[src/rtl/fmq_pkg.sv]
// Shared constants for the host-side command sender: command word layout,
// response status codes and the sender FSM state encoding.
package fmq_pkg;

    localparam int CMD_WIDTH    = 24;
    localparam int CMD_MARK_BIT = 23;

    localparam logic [1:0] ST_OK       = 2'b00;
    localparam logic [1:0] ST_MISMATCH = 2'b01;
    localparam logic [1:0] ST_TIMEOUT  = 2'b10;
    localparam logic [1:0] ST_BADCMD   = 2'b11;

    typedef enum logic [2:0] {
        S_IDLE      = 3'd0,
        S_SEND0     = 3'd1,
        S_SEND1     = 3'd2,
        S_SEND2     = 3'd3,
        S_WAIT_ECHO = 3'd4,
        S_RESP      = 3'd5
    } state_t;

endpackage

[src/rtl/cmd_timeout_timer.sv]
// Saturating echo-wait timer: cleared while the sender is not waiting, counts
// up while enabled and flags expiry once it reaches TIMEOUT_CYCLES-1.
module cmd_timeout_timer #(
    parameter int TIMEOUT_CYCLES = 500000
) (
    input  logic clk,
    input  logic rst,
    input  logic clear,
    input  logic enable,
    output logic expired
);

    localparam int TW = $clog2(TIMEOUT_CYCLES) + 1;
    localparam logic [TW-1:0] LAST    = TW'(TIMEOUT_CYCLES - 1);
    localparam logic [TW-1:0] CNT_MAX = '1;

    logic [TW-1:0] count;

    always_ff @(posedge clk) begin
        if (rst || clear) begin
            count <= '0;
        end else if (enable && count != CNT_MAX) begin
            count <= count + 1'b1;
        end
    end

    assign expired = (count >= LAST);

endmodule

[src/rtl/cmd_sender.sv]
// Serialises a 24-bit command MSB-byte-first onto a byte stream, then waits
// for the device's one-byte echo and reports ok/mismatch/timeout/bad-command.
module cmd_sender
    import fmq_pkg::*;
#(
    parameter int DATA_WIDTH     = 8,
    parameter int CLOCK          = 50000000,
    parameter int TIMEOUT_CYCLES = CLOCK / 100
) (
    input  logic                  clk,
    input  logic                  rst,
    input  logic [23:0]           cmd_data,
    input  logic                  cmd_valid,
    output logic                  cmd_ready,
    output logic [DATA_WIDTH-1:0] output_axis_tdata,
    output logic                  output_axis_tvalid,
    input  logic                  output_axis_tready,
    input  logic [DATA_WIDTH-1:0] input_axis_tdata,
    input  logic                  input_axis_tvalid,
    output logic                  input_axis_tready,
    output logic                  resp_valid,
    output logic [1:0]            resp_status,
    output logic [7:0]            resp_echo,
    output logic                  busy
);

    // Handshakes: a transfer happens on a rising edge where valid and ready
    // are both high; a source keeps valid and data stable until then, and
    // while rst is high every handshake output is held inactive.

    state_t          state, state_n;
    logic [CMD_WIDTH-1:0] cmd_q;
    logic            load_resp;
    logic [1:0]      status_d;
    logic [7:0]      echo_d;
    logic            timer_expired;

    cmd_timeout_timer #(
        .TIMEOUT_CYCLES(TIMEOUT_CYCLES)
    ) u_timer (
        .clk     (clk),
        .rst     (rst),
        .clear   (state != S_WAIT_ECHO),
        .enable  (state == S_WAIT_ECHO),
        .expired (timer_expired)
    );

    always_ff @(posedge clk) begin
        if (rst) begin
            state       <= S_IDLE;
            cmd_q       <= '0;
            resp_status <= ST_OK;
            resp_echo   <= '0;
        end else begin
            state <= state_n;
            if (cmd_valid && cmd_ready) begin
                cmd_q <= cmd_data;
            end
            if (load_resp) begin
                resp_status <= status_d;
                resp_echo   <= echo_d;
            end
        end
    end

    always_comb begin
        state_n            = state;
        cmd_ready          = 1'b0;
        output_axis_tvalid = 1'b0;
        output_axis_tdata  = '0;
        input_axis_tready  = 1'b0;
        resp_valid         = 1'b0;
        busy               = (state != S_IDLE);
        load_resp          = 1'b0;
        status_d           = ST_OK;
        echo_d             = '0;

        case (state)
            S_IDLE: begin
                cmd_ready         = 1'b1;
                input_axis_tready = 1'b1;  // stray RX bytes are drained here
                if (cmd_valid) begin
                    if (cmd_data[CMD_MARK_BIT]) begin
                        state_n = S_SEND0;
                    end else begin
                        load_resp = 1'b1;
                        status_d  = ST_BADCMD;
                        state_n   = S_RESP;
                    end
                end
            end
            S_SEND0: begin
                output_axis_tvalid = 1'b1;
                output_axis_tdata  = cmd_q[23:16];
                if (output_axis_tready) state_n = S_SEND1;
            end
            S_SEND1: begin
                output_axis_tvalid = 1'b1;
                output_axis_tdata  = cmd_q[15:8];
                if (output_axis_tready) state_n = S_SEND2;
            end
            S_SEND2: begin
                output_axis_tvalid = 1'b1;
                output_axis_tdata  = cmd_q[7:0];
                if (output_axis_tready) state_n = S_WAIT_ECHO;
            end
            S_WAIT_ECHO: begin
                input_axis_tready = 1'b1;
                // An echo arriving on the expiry cycle takes priority.
                if (input_axis_tvalid) begin
                    load_resp = 1'b1;
                    echo_d    = input_axis_tdata;
                    status_d  = (input_axis_tdata == cmd_q[23:16]) ? ST_OK : ST_MISMATCH;
                    state_n   = S_RESP;
                end else if (timer_expired) begin
                    load_resp = 1'b1;
                    status_d  = ST_TIMEOUT;
                    state_n   = S_RESP;
                end
            end
            S_RESP: begin
                resp_valid = 1'b1;
                state_n    = S_IDLE;
            end
            default: state_n = S_IDLE;
        endcase

        if (rst) begin
            cmd_ready          = 1'b0;
            output_axis_tvalid = 1'b0;
            output_axis_tdata  = '0;
            input_axis_tready  = 1'b0;
            resp_valid         = 1'b0;
            busy               = 1'b0;
            load_resp          = 1'b0;
        end
    end

endmodule

[config.mk]
export PLATFORM = sky130hd
export DESIGN_NAME = cmd_sender
export DESIGN_NICKNAME = d
export VERILOG_FILES = /design/src/rtl/fmq_pkg.sv /design/src/rtl/cmd_timeout_timer.sv /design/src/rtl/cmd_sender.sv
export SDC_FILE = /design/constraint.sdc
export NUM_CORES = 1
export LEC_CHECK = 0
export ABC_AREA = 0
export BUFFER_PORTS_ARGS = -buffer_cell sky130_fd_sc_hd__buf_2
export CORE_ASPECT_RATIO = 1.5
export CORE_UTILIZATION = 54
export DETAILED_ROUTE_END_ITERATION = 12
export PLACE_DENSITY = 0.89
export SETUP_SLACK_MARGIN = 0.05
export SLEW_MARGIN = 10
export SYNTH_ARGS = -nofsm -noshare
export SYNTH_HDL_FRONTEND = slang
export SYNTH_HIERARCHICAL = 1
export SYNTH_SLANG_ARGS = --single-unit
[constraint.sdc]
create_clock -name clk -period 2.6 [get_ports clk]
set_input_delay 0.13 -clock clk [delete_from_list [all_inputs] [get_ports clk]]
set_output_delay 0.13 -clock clk [all_outputs]
set_load 0.01 [all_outputs]
==> run summary, run 1 <==
================================================================================
Status ............................................................ finished clean
Sum of negative setup slack .......................................         0 ps
Cells traversed along the worst timing path ....................... ha_1 > and4_2 > o41ai_1 > nand2_1 > a21oi_1 > o21bai_1 > o21ai_0 > buf_4 > a211oi_4 > nand3_1 > a21oi_1
Clock slew at reported path FFs ...................................        60 ps
Kind of end point of the critical path ............................    flip-flop
Number of antenna violations at the first check in global routing .            0
Die Span Y ........................................................      90.8 um
Arrival time of data at the critical path endpoint ................      2630 ps
Synth top area share ..............................................        40.2%
Antenna diode instance count ......................................            0
Number of synthesized flops with an enable pin ....................            0
Required time reported for the critical path endpoint .............      2860 ps
Final period util .................................................        91.2%
Wire length of the first global-routing pass ......................     11900 um
CTS Hold Bufs .....................................................            0
Global placer's final weighted congestion .........................        0.885
Net count after synthesis .........................................          391
Worst vdd ir ......................................................     0.681 mV
Wire length reported by the detailed router .......................      7050 um
H-tree lvl count ..................................................            3
Worst slew pin tran ...............................................       817 ps
Area added between synthesis and finish ...........................        19.8%
Die Area ..........................................................    5550 um^2
Post-place instance area ..........................................    3180 um^2
CTS Buf Count .....................................................            9
Number of vias after detailed routing .............................         2688
CP dominant cell by count ......................................... sky130_fd_sc_hd__a21oi_1
Post-synthesis xor/xnor area fraction .............................        7.10%
Share of layout cells above drive strength 1 ......................        26.1%
Cell area after synthesis .........................................    2840 um^2
Via count normalized by instance count ............................         5.58
Commonest register cell after synthesis ........................... sky130_fd_sc_hd__dfxtp_1
Start-to-end type of the worst setup path ......................... flip-flop to flip-flop
DRC violation count after routing .................................            0
Portion of netlist area occupied by mux cells .....................        3.88%
Top cells by count, synth ......................................... sky130_fd_sc_hd__nand2_1 (68), sky130_fd_sc_hd__dfxtp_1 (57), sky130_fd_sc_hd__a21oi_1 (40), sky130_fd_sc_hd__nor2_1 (32), sky130_fd_sc_hd__nand3_1 (16)
Synthesized instance count ........................................          353
Layout Cell Area excl Fill ........................................    3400 um^2
Leakage power of the design .......................................      1.33 nW
Worst-path fanout max .............................................           10
Max Fclk ..........................................................      422 MHz
Count of fill cells added during filler insertion .................          422
Die Width .........................................................      61.2 um
Clk sink count ....................................................           57
Post-synthesis average cell area ..................................    8.04 um^2
Port Buffers ......................................................           59
Global routing usage summed across all routing layers .............        28.4%
Final number of setup-violating endpoints .........................            0
Slew headroom .....................................................        45.6%
Number of resized instances in the post-cts repair step ...........            0
Routed length per instance ........................................      14.6 um
DR pass1 iterations ...............................................            6
Area fraction in compound gates after synthesis ...................        15.7%
Max Cap Viol ......................................................            0
Detailed Place HPWL ...............................................      4850 um
Count leader, synth ............................................... sky130_fd_sc_hd__nand2_1
RSZ-0062 raised after global routing ..............................           no
Number of pins exceeding their max-slew limit in the final report .            0
Post-synthesis sequential area ratio ..............................        40.2%
Worst slack on hold paths .........................................      21.7 ps
Master of the slowest instance on the critical path ............... sky130_fd_sc_hd__a211oi_4
Total of flip-flops plus latches after synthesis ..................           57
Max Clock Skew ....................................................      5.60 ps
Tot Pwr ...........................................................    0.00256 W
Grt met1 use ......................................................        29.5%
Simple-Gate Fraction of Synth Area ................................        27.7%
Core area .........................................................    5080 um^2
Dominant combinational cell family by area after synthesis ........ simple AND/OR/NAND/NOR gates
Via count of the first global-routing pass ........................         2663
Crit path time final ..............................................      2370 ps
CTS tree ..........................................................        built
Largest cells by area after synthesis ............................. sky130_fd_sc_hd__dfxtp_1 (40%), sky130_fd_sc_hd__nand2_1 (9.0%), sky130_fd_sc_hd__a21oi_1 (7.1%)
Clock latency reported for the late side of the worst-skew pair ...       340 ps
Number of synthesis warnings ......................................            6
Number of unique standard cell types used by synthesis ............           52
Path category of the worst min-delay check ........................ input pin to flip-flop
Hold Violations, Final ............................................            0
Detailed router's first-iteration violation count .................          121
Core Rows .........................................................           32
Final nets ........................................................          447
# IOs .............................................................           60
Max stage delay on crit path ......................................       440 ps
Root Buffer Master ................................................ sky130_fd_sc_hd__clkbuf_8
Largest area contributor in the synthesized netlist ............... sky130_fd_sc_hd__dfxtp_1
Global-route congestion overflow total ............................            0
Kind of launch point of the worst setup path ......................    flip-flop
Global routing usage on met2 ......................................        48.7%
# Post-CTS Setup Buffers ..........................................            0
Adder and majority gate portion of the synthesized area ...........       0.441%
Async SR Flop Fraction ............................................           0%
Starting Density ..................................................        55.8%
Final antenna-violating net count .................................            0
Busiest metal layer after global routing ..........................         met2
Pwr per Cell Area .................................................  754 nW/um^2
Maximum number of pins on one net before global-route repair ......           47
Clock buffer depth ................................................            2
Met3 track utilization from global routing ........................        8.02%
================================================================================
## stage by stage
| stage | worst slack (ps) | instances | util [%] |
|---|---|---|---|
| 5_1_grt | 34.8 | 482 | 66.8 |
| 3_3_place_gp | 389 | 466 | 62.5 |
| 4_1_cts | 275 | 482 | 66.8 |
| 2_1_floorplan | 307 | 353 | - |
| 6_report | 228 | 482 | 66.8 |
| 3_5_place_dp | 286 | 466 | 62.5 |
## critical path: cells and delay by family, from the launching register on
kind                       cells  cell delay (ps)
AOI/OAI and AO/OA              6             1100
buffers and inverters          1              190
DFF                            1              370
adders and majority gates      1              180
and+or+nand+nor                3              460
## sequential cells by signal, summed over array words and instances (netlist names)
signal         flops
cmd_q             24
u_timer/count     20
resp_echo          8
state              3
resp_status        2
## path summary, 6_finish.rpt
kind | slack [ps] | from | end | cells after the start
max | 230 | u_timer/count[0]$_SDFFE_PP0P_ | resp_echo[6]$_SDFFE_PP0P_ | 11
min | 20 | cmd_data[10] | cmd_q[10]$_SDFFE_PP0P_ | 3
max reg2reg | 230 | u_timer/count[0]$_SDFFE_PP0P_ | resp_echo[6]$_SDFFE_PP0P_ | 11
min reg2reg | 450 | cmd_q[7]$_SDFFE_PP0P_ | cmd_q[7]$_SDFFE_PP0P_ | 2
## logic make-up (layout without fill, tap and decap cells)
logic type,count (synthesis),in the layout
AOI/OAI and AO/OA,72,72
xor gates and xnor gates,23,23
and+or+nand+nor,159,159
muxes,10,10
adders and majority gates,1,1
DFF,57,57
buffers and inverters,31,92
## report_power, final
part           internal, W  switching, W
Sequential        0.000956     0.0000715
Clock             0.000564      0.000352
Combinational     0.000229      0.000391
## layout by cell type (no fill, tap or decap), types with 2 or more instances in the layout
cell                        Yosys  routed
sky130_fd_sc_hd__a21oi_1       40      40
sky130_fd_sc_hd__a22oi_1        8       8
sky130_fd_sc_hd__and2_2         2       2
sky130_fd_sc_hd__and3_1         2       2
sky130_fd_sc_hd__and4_1         3       3
sky130_fd_sc_hd__buf_2          6      59
sky130_fd_sc_hd__buf_4          2      10
sky130_fd_sc_hd__bufinv_16      0       2
sky130_fd_sc_hd__clkbuf_8       0      10
sky130_fd_sc_hd__clkinv_2       0       2
sky130_fd_sc_hd__dfxtp_1       57      57
sky130_fd_sc_hd__inv_1          7       7
sky130_fd_sc_hd__mux2_2         8       8
sky130_fd_sc_hd__mux2i_1        2       2
sky130_fd_sc_hd__nand2_1       68      68
sky130_fd_sc_hd__nand3_1       16      16
sky130_fd_sc_hd__nand3b_1       2       2
sky130_fd_sc_hd__nand4_1        8       8
sky130_fd_sc_hd__nand4_2        2       2
sky130_fd_sc_hd__nor2_1        32      32
sky130_fd_sc_hd__nor3_1         7       7
sky130_fd_sc_hd__o211ai_1       2       2
sky130_fd_sc_hd__o21ai_0        3       3
sky130_fd_sc_hd__o21ai_1        6       6
sky130_fd_sc_hd__o21bai_1       3       3
sky130_fd_sc_hd__o311ai_1       2       2
sky130_fd_sc_hd__o41ai_1        2       2
sky130_fd_sc_hd__or2_1          2       2
sky130_fd_sc_hd__or3_1          2       2
sky130_fd_sc_hd__xnor2_1       10      10
sky130_fd_sc_hd__xor2_1        13      13
## cell type report
class	instances	area, um^2	share of cell area [%]
Sequential cell	57	1140	33.6
Inverter	7	26.3	0.773
Clock buffer	11	141	4.16
Timing Repair Buffer	69	370	10.9
Multi-Input combinational cell	265	1560	45.8
Tap cell	68	85.1	2.50
Clock inverter	5	78.8	2.32
## metal layers
layer / up-vias / wire, um
li1: 1327 / -
met1: 1227 / 2560
met2: 104 / 3810
met3: 30 / 429
met4: 0 / 254
met5: - / 0
(Power assumes the default switching activity.)
==> run 2: changes to the inputs <==
Settings changed: CAP_MARGIN set to 20, CORE_UTILIZATION 54 to 45, PLACE_DENSITY 0.89 to 0.8.
Clock period 2.6 ns to 2.1 ns, I/O delays scaled along.
==> run summary, run 2 (synthesis results as in run 1) <==
=====================================================================================
Master of the slowest instance on the critical path .................... sky130_fd_sc_hd__dfxtp_2
Clock slew at reported path FFs ........................................        70 ps
Clock latency reported for the late side of the worst-skew pair ........       350 ps
CP dominant cell by count .............................................. sky130_fd_sc_hd__buf_4
Wire length of the first global-routing pass ...........................     12400 um
Share of layout cells above drive strength 1 ...........................        29.8%
# IOs ..................................................................           60
Worst slack on hold paths ..............................................     -2.07 ps
Max stage delay on crit path ...........................................       340 ps
Final nets .............................................................          476
Routed length per instance .............................................      14.4 um
Number of vias after detailed routing ..................................         2773
H-tree lvl count .......................................................            3
Path category of the worst min-delay check ............................. input pin to flip-flop
Crit path time final ...................................................      2030 ps
Kind of launch point of the worst setup path ...........................    flip-flop
Violations in the final reports ........................................ negative hold slack
Detailed router's first-iteration violation count ......................          138
DR pass1 iterations ....................................................            4
Core Rows ..............................................................           35
Worst vdd ir ...........................................................     0.568 mV
Global routing usage on met2 ...........................................        45.3%
Sum of negative setup slack ............................................         0 ps
Final Worst Setup Slack ................................................      74.7 ps
Maximum number of pins on one net before global-route repair ...........           25
Met3 track utilization from global routing .............................        6.08%
Busiest metal layer after global routing ...............................         met2
Grt met1 use ...........................................................        25.3%
Start-to-end type of the worst setup path .............................. flip-flop to flip-flop
Global placer's final weighted congestion ..............................        0.807
Via count of the first global-routing pass .............................         2763
Pwr per Cell Area ......................................................  853 nW/um^2
Core area ..............................................................    6130 um^2
Slew headroom ..........................................................        68.6%
Number of pins exceeding their max-slew limit in the final report ......            0
Clock buffer depth .....................................................            2
Cells on Worst Hold Path ...............................................            3
Status ................................................................. complete, but fails checks
Final period util ......................................................        96.4%
Number of flip-flops under the largest register name ...................           24
Global-route congestion overflow total .................................            0
DRC violation count after routing ......................................            0
Final number of setup-violating endpoints ..............................            0
Starting Density .......................................................        46.3%
Die Width ..............................................................      66.8 um
Max Clock Skew .........................................................      9.13 ps
Detailed Place HPWL ....................................................      5050 um
Worst-path fanout max ..................................................            2
Clk sink count .........................................................           57
Root Buffer Master ..................................................... sky130_fd_sc_hd__clkbuf_8
Biggest regs ........................................................... cmd_q (24), u_timer/count (20), resp_echo (8)
Port Buffers ...........................................................           59
Register-to-Register Path Depth ........................................           12
Global routing usage summed across all routing layers ..................        24.8%
Area added between synthesis and finish ................................        30.7%
CTS tree ...............................................................        built
Tot Pwr ................................................................    0.00316 W
Kind of end point of the critical path .................................    flip-flop
Number of antenna violations at the first check in global routing ......            0
CTS Buf Count ..........................................................            9
Leakage power of the design ............................................      1.47 nW
Max Fclk ...............................................................      494 MHz
Cells traversed along the worst timing path ............................ ha_4 > and4_4 > o41ai_4 > nand2_1 > a21oi_2 > o21bai_2 > o21ai_2 > buf_4 > a211oi_4 > buf_4 > o211ai_1 > o311ai_1
Most frequent cells in the layout ...................................... sky130_fd_sc_hd__nand2_1 (68), sky130_fd_sc_hd__buf_2 (59), sky130_fd_sc_hd__dfxtp_1 (55), sky130_fd_sc_hd__a21oi_1 (39), sky130_fd_sc_hd__nor2_1 (32)
Arrival time of data at the critical path endpoint .....................      2250 ps
Worst slew pin tran ....................................................       471 ps
Final antenna-violating net count ......................................            0
Die Area ...............................................................    6630 um^2
Pre-CTS worst setup slack ..............................................      -116 ps
Wire length reported by the detailed router ............................      7460 um
Max Cap Viol ...........................................................            0
Die Span Y .............................................................      99.2 um
RSZ-0062 raised after global routing ...................................          yes
Via count normalized by instance count .................................         5.36
Antenna diode instance count ...........................................            0
Required time reported for the critical path endpoint ..................      2320 ps
Hold Violations, Final .................................................            1
Most frequent standard cell in the layout excluding fill and tap cells . sky130_fd_sc_hd__nand2_1
Largest register by flop count .........................................        cmd_q
=====================================================================================
[run 2: changes by cell type in the layout (fill, tap and decap cells not counted), sizes merged]
cell | before | now
buf | 69 | 83
bufinv | 2 | 1
clkbuf | 11 | 10
clkinvlp | 0 | 2
dlygate4sd3 | 0 | 15
[run 2: worst paths after layout]
| check | end | slack [ps] | start |
|---|---|---|---|
| min reg2reg | resp_echo[2]$_SDFFE_PP0P_ | 450 | resp_echo[2]$_SDFFE_PP0P_ |
| min | cmd_q[2]$_SDFFE_PP0P_ | -2 | cmd_data[2] |
| max reg2reg | resp_status[0]$_SDFFE_PP0P_ | 70 | u_timer/count[1]$_SDFFE_PP0P_ |
| max | resp_status[0]$_SDFFE_PP0P_ | 70 | u_timer/count[1]$_SDFFE_PP0P_ |
[run 2: metrics by stage]
stage	std cells	cell area (um^2)	utilization, %	hold slack, ps
floorplan	353	2860	-	241
global placement	484	3290	53.7	346
detailed placement	484	3290	53.7	351
CTS	517	3690	60.2	0.132
global route	517	3710	60.5	3.35
finish	517	3710	60.5	-2.07
[run 2: layer usage]
metal,wire (um),part of all wire [%]
met1,2790,37
met2,4160,56
met3,252,3.4
met4,260,3.5
met5,0,0
[run 2: cell type report]
type	instances	area, um^2
timing repair buffer	98	629
clock inverter	6	67.6
tap	74	92.6
inverter	7	26.3
clock buffer	10	138
fill	534	2420
multi-input combinational	265	1610
sequential	57	1140
[run 2: report_power, final]
part	switching [W]	leakage [nW]	internal (W)
Combinational	0.000499	0.910	0.000334
Sequential	0.0000807	0.464	0.00118
Clock	0.000484	0.0985	0.000581
Total	0.00106	1.47	0.00210
[run 2: what timing repair did]
| item | in CTS | in global routing |
|---|---|---|
| hold buffers | 15 | 0 |
| buffers inserted | 2 | 0 |
| pin swaps | 8 | 2 |
| endpoints found under the setup margin | 11 | 19 |
| resized for setup | 7 | 4 |
| endpoints found under the hold margin | 15 | 0 |
[run 2: critical path: cells and delay by family (launching register included)]
kind | cells | cell delay (ps)
DFF | 1 | 340
AOI/OAI and AO/OA | 7 | 880
adders and majority gates | 1 | 150
and+or+nand+nor | 2 | 260
buffers and inverters | 2 | 300
==> run 3: changes to the inputs <==
Settings changed: CORE_ASPECT_RATIO 1.5 to 0.7.
==> run summary, run 3 (synthesis results as in run 1) <==
=====================================================================================
Status ................................................................. finished clean
CTS tree ...............................................................        built
Detailed router's first-iteration violation count ......................          314
Final period util ......................................................        98.7%
Final antenna-violating net count ......................................            0
Clock latency reported for the late side of the worst-skew pair ........       340 ps
Crit path time final ...................................................      2070 ps
Max Fclk ...............................................................      482 MHz
CTS Buf Count ..........................................................            9
Reg-to-Reg End ......................................................... resp_echo[5]$_SDFFE_PP0P_
Pwr per Cell Area ......................................................  872 nW/um^2
Path category of the worst min-delay check ............................. input pin to flip-flop
Max stage delay on crit path ...........................................       340 ps
Internal reg-to-reg setup slack ........................................        30 ps
Detailed Place HPWL ....................................................      5080 um
Largest register by flop count .........................................        cmd_q
Hold Startpoint ........................................................ cmd_data[10]
Cells traversed along the worst timing path ............................ ha_4 > and4_4 > o41ai_2 > nand2_1 > a21oi_2 > o21bai_1 > o21ai_2 > a211o_1 > clkbuf_16 > nand2_1 > a21oi_1
Root Buffer Master ..................................................... sky130_fd_sc_hd__clkbuf_8
Slew headroom ..........................................................        64.7%
Final number of setup-violating endpoints ..............................            0
Number of pins exceeding their max-slew limit in the final report ......            0
H-tree lvl count .......................................................            3
Number of antenna violations at the first check in global routing ......            0
Leakage power of the design ............................................      1.48 nW
Wire length of the first global-routing pass ...........................     12000 um
Most frequent standard cell in the layout excluding fill and tap cells . sky130_fd_sc_hd__nand2_1
Global-route congestion overflow total .................................            0
Area added between synthesis and finish ................................        31.5%
Port Buffers ...........................................................           59
Kind of end point of the critical path .................................    flip-flop
Share of layout cells above drive strength 1 ...........................        30.1%
Worst flop-to-flop path startpoint ..................................... u_timer/count[0]$_SDFFE_PP0P_
Clock slew at reported path FFs ........................................        60 ps
Routed length per instance .............................................      14.9 um
Most frequent cells in the layout ...................................... sky130_fd_sc_hd__nand2_1 (66), sky130_fd_sc_hd__buf_2 (59), sky130_fd_sc_hd__dfxtp_1 (55), sky130_fd_sc_hd__a21oi_1 (36), sky130_fd_sc_hd__nor2_1 (31)
Number of vias after detailed routing ..................................         2818
Starting Density .......................................................        48.1%
Global routing usage summed across all routing layers ..................        23.1%
# IOs ..................................................................           60
Global placer's final weighted congestion ..............................        0.851
Number of flip-flops under the largest register name ...................           24
Biggest regs ........................................................... cmd_q (24), u_timer/count (20), resp_echo (8)
Count of fill cells added during filler insertion ......................          486
Sum of negative setup slack ............................................         0 ps
Post-place instance area ...............................................    3300 um^2
Worst setup startpoint ................................................. u_timer/count[0]$_SDFFE_PP0P_
Wire length reported by the detailed router ............................      7670 um
RSZ-0062 raised after global routing ...................................          yes
Layout Cell Area excl Fill .............................................    3730 um^2
Worst slew pin tran ....................................................       530 ps
CP dominant cell by count .............................................. sky130_fd_sc_hd__nand2_1
Worst-path fanout max ..................................................            5
Antenna diode instance count ...........................................            0
Master of the slowest instance on the critical path .................... sky130_fd_sc_hd__dfxtp_2
Final Worst Setup Slack ................................................      27.0 ps
Die Width ..............................................................      96.9 um
Hold Violations, Final .................................................            0
Clk sink count .........................................................           57
Kind of launch point of the worst setup path ...........................    flip-flop
Hold Path Sink ......................................................... cmd_q[10]$_SDFFE_PP0P_
Maximum number of pins on one net before global-route repair ...........           27
Tot Pwr ................................................................    0.00325 W
Max Clock Skew .........................................................      11.9 ps
DR pass1 iterations ....................................................            4
Worst vdd ir ...........................................................     0.463 mV
Arrival time of data at the critical path endpoint .....................      2340 ps
Via count of the first global-routing pass .............................         2524
Required time reported for the critical path endpoint ..................      2370 ps
DRC violation count after routing ......................................            0
Start-to-end type of the worst setup path .............................. flip-flop to flip-flop
Via count normalized by instance count .................................         5.48
Final nets .............................................................          473
Cells on Worst Hold Path ...............................................            3
Die Area ...............................................................    6630 um^2
Die Span Y .............................................................      68.4 um
Core area ..............................................................    5900 um^2
Max Cap Viol ...........................................................            0
Register-to-Register Path Depth ........................................           11
Pre-CTS worst setup slack ..............................................     -68.9 ps
Clock buffer depth .....................................................            2
Core Rows ..............................................................           23
=====================================================================================
-- run 3: critical path, delay by kind of cell (launching register included) --
kind                       cells  cell delay (ps)
DFF                            1              340
adders and majority gates      1              150
and+or+nand+nor                3              340
AOI/OAI and AO/OA              6              970
buffers and inverters          1              180
-- run 3: worst max-delay path by stage --
stage,end,slack (ps),cells past startpoint
final,resp_echo[5]$_SDFFE_PP0P_,30,11
after global routing,resp_status[0]$_SDFFE_PP0P_,-70,10
after CTS,resp_status[0]$_SDFFE_PP0P_,40,11
after detailed placement,resp_echo[6]$_SDFFE_PP0P_,-70,11
after global placement,resp_status[1]$_SDFFE_PP0P_,20,11
after floorplan,resp_status[0]$_SDFFE_PP0P_,70,11
-- run 3: final cells by class --
| cell class | instances | area (um^2) | share of cell area (%) |
|---|---|---|---|
| multi-input combinational | 265 | 1610 | 43.1 |
| tap | 75 | 93.8 | 2.52 |
| clock inverter | 2 | 35.0 | 0.940 |
| timing repair buffer | 95 | 644 | 17.3 |
| inverter | 7 | 26.3 | 0.705 |
| clock buffer | 13 | 179 | 4.80 |
| sequential | 57 | 1140 | 30.7 |
-- run 3: through the flow --
stage	utilization [%]	std cells	hold slack [ps]
floorplan	-	353	241
global placement	56.0	483	347
detailed placement	56.0	483	353
CTS	62.4	513	1.00
global route	63.2	514	27.0
finish	63.2	514	13.6
-- run 3: repair_timing --
| action | in CTS | in global routing |
|---|---|---|
| buffers inserted | 2 | 1 |
| endpoints found under the hold margin | 13 | 0 |
| resized for setup | 5 | 8 |
| endpoints found under the setup margin | 10 | 12 |
| hold buffers | 13 | 0 |
| pin swaps | 4 | 5 |
| gates cloned | 0 | 1 |
-- run 3: power breakdown --
group          total [W]  internal, W  switching, W
clock network    0.00109     0.000668      0.000418
registers        0.00126      0.00118     0.0000766
logic           0.000904     0.000367      0.000536
total            0.00325      0.00222       0.00103
-- run 3: layer usage --
| layer | part of all wire (%) | GRT usage (%) | vias up |
|---|---|---|---|
| met1 | 46 | 31.8 | 1319 |
| li1 | - | - | 1380 |
| met3 | 6.9 | 7.15 | 15 |
| met2 | 45 | 34.0 | 104 |
| met5 | 0 | 0 | - |
| met4 | 1.5 | 8.58 | 0 |
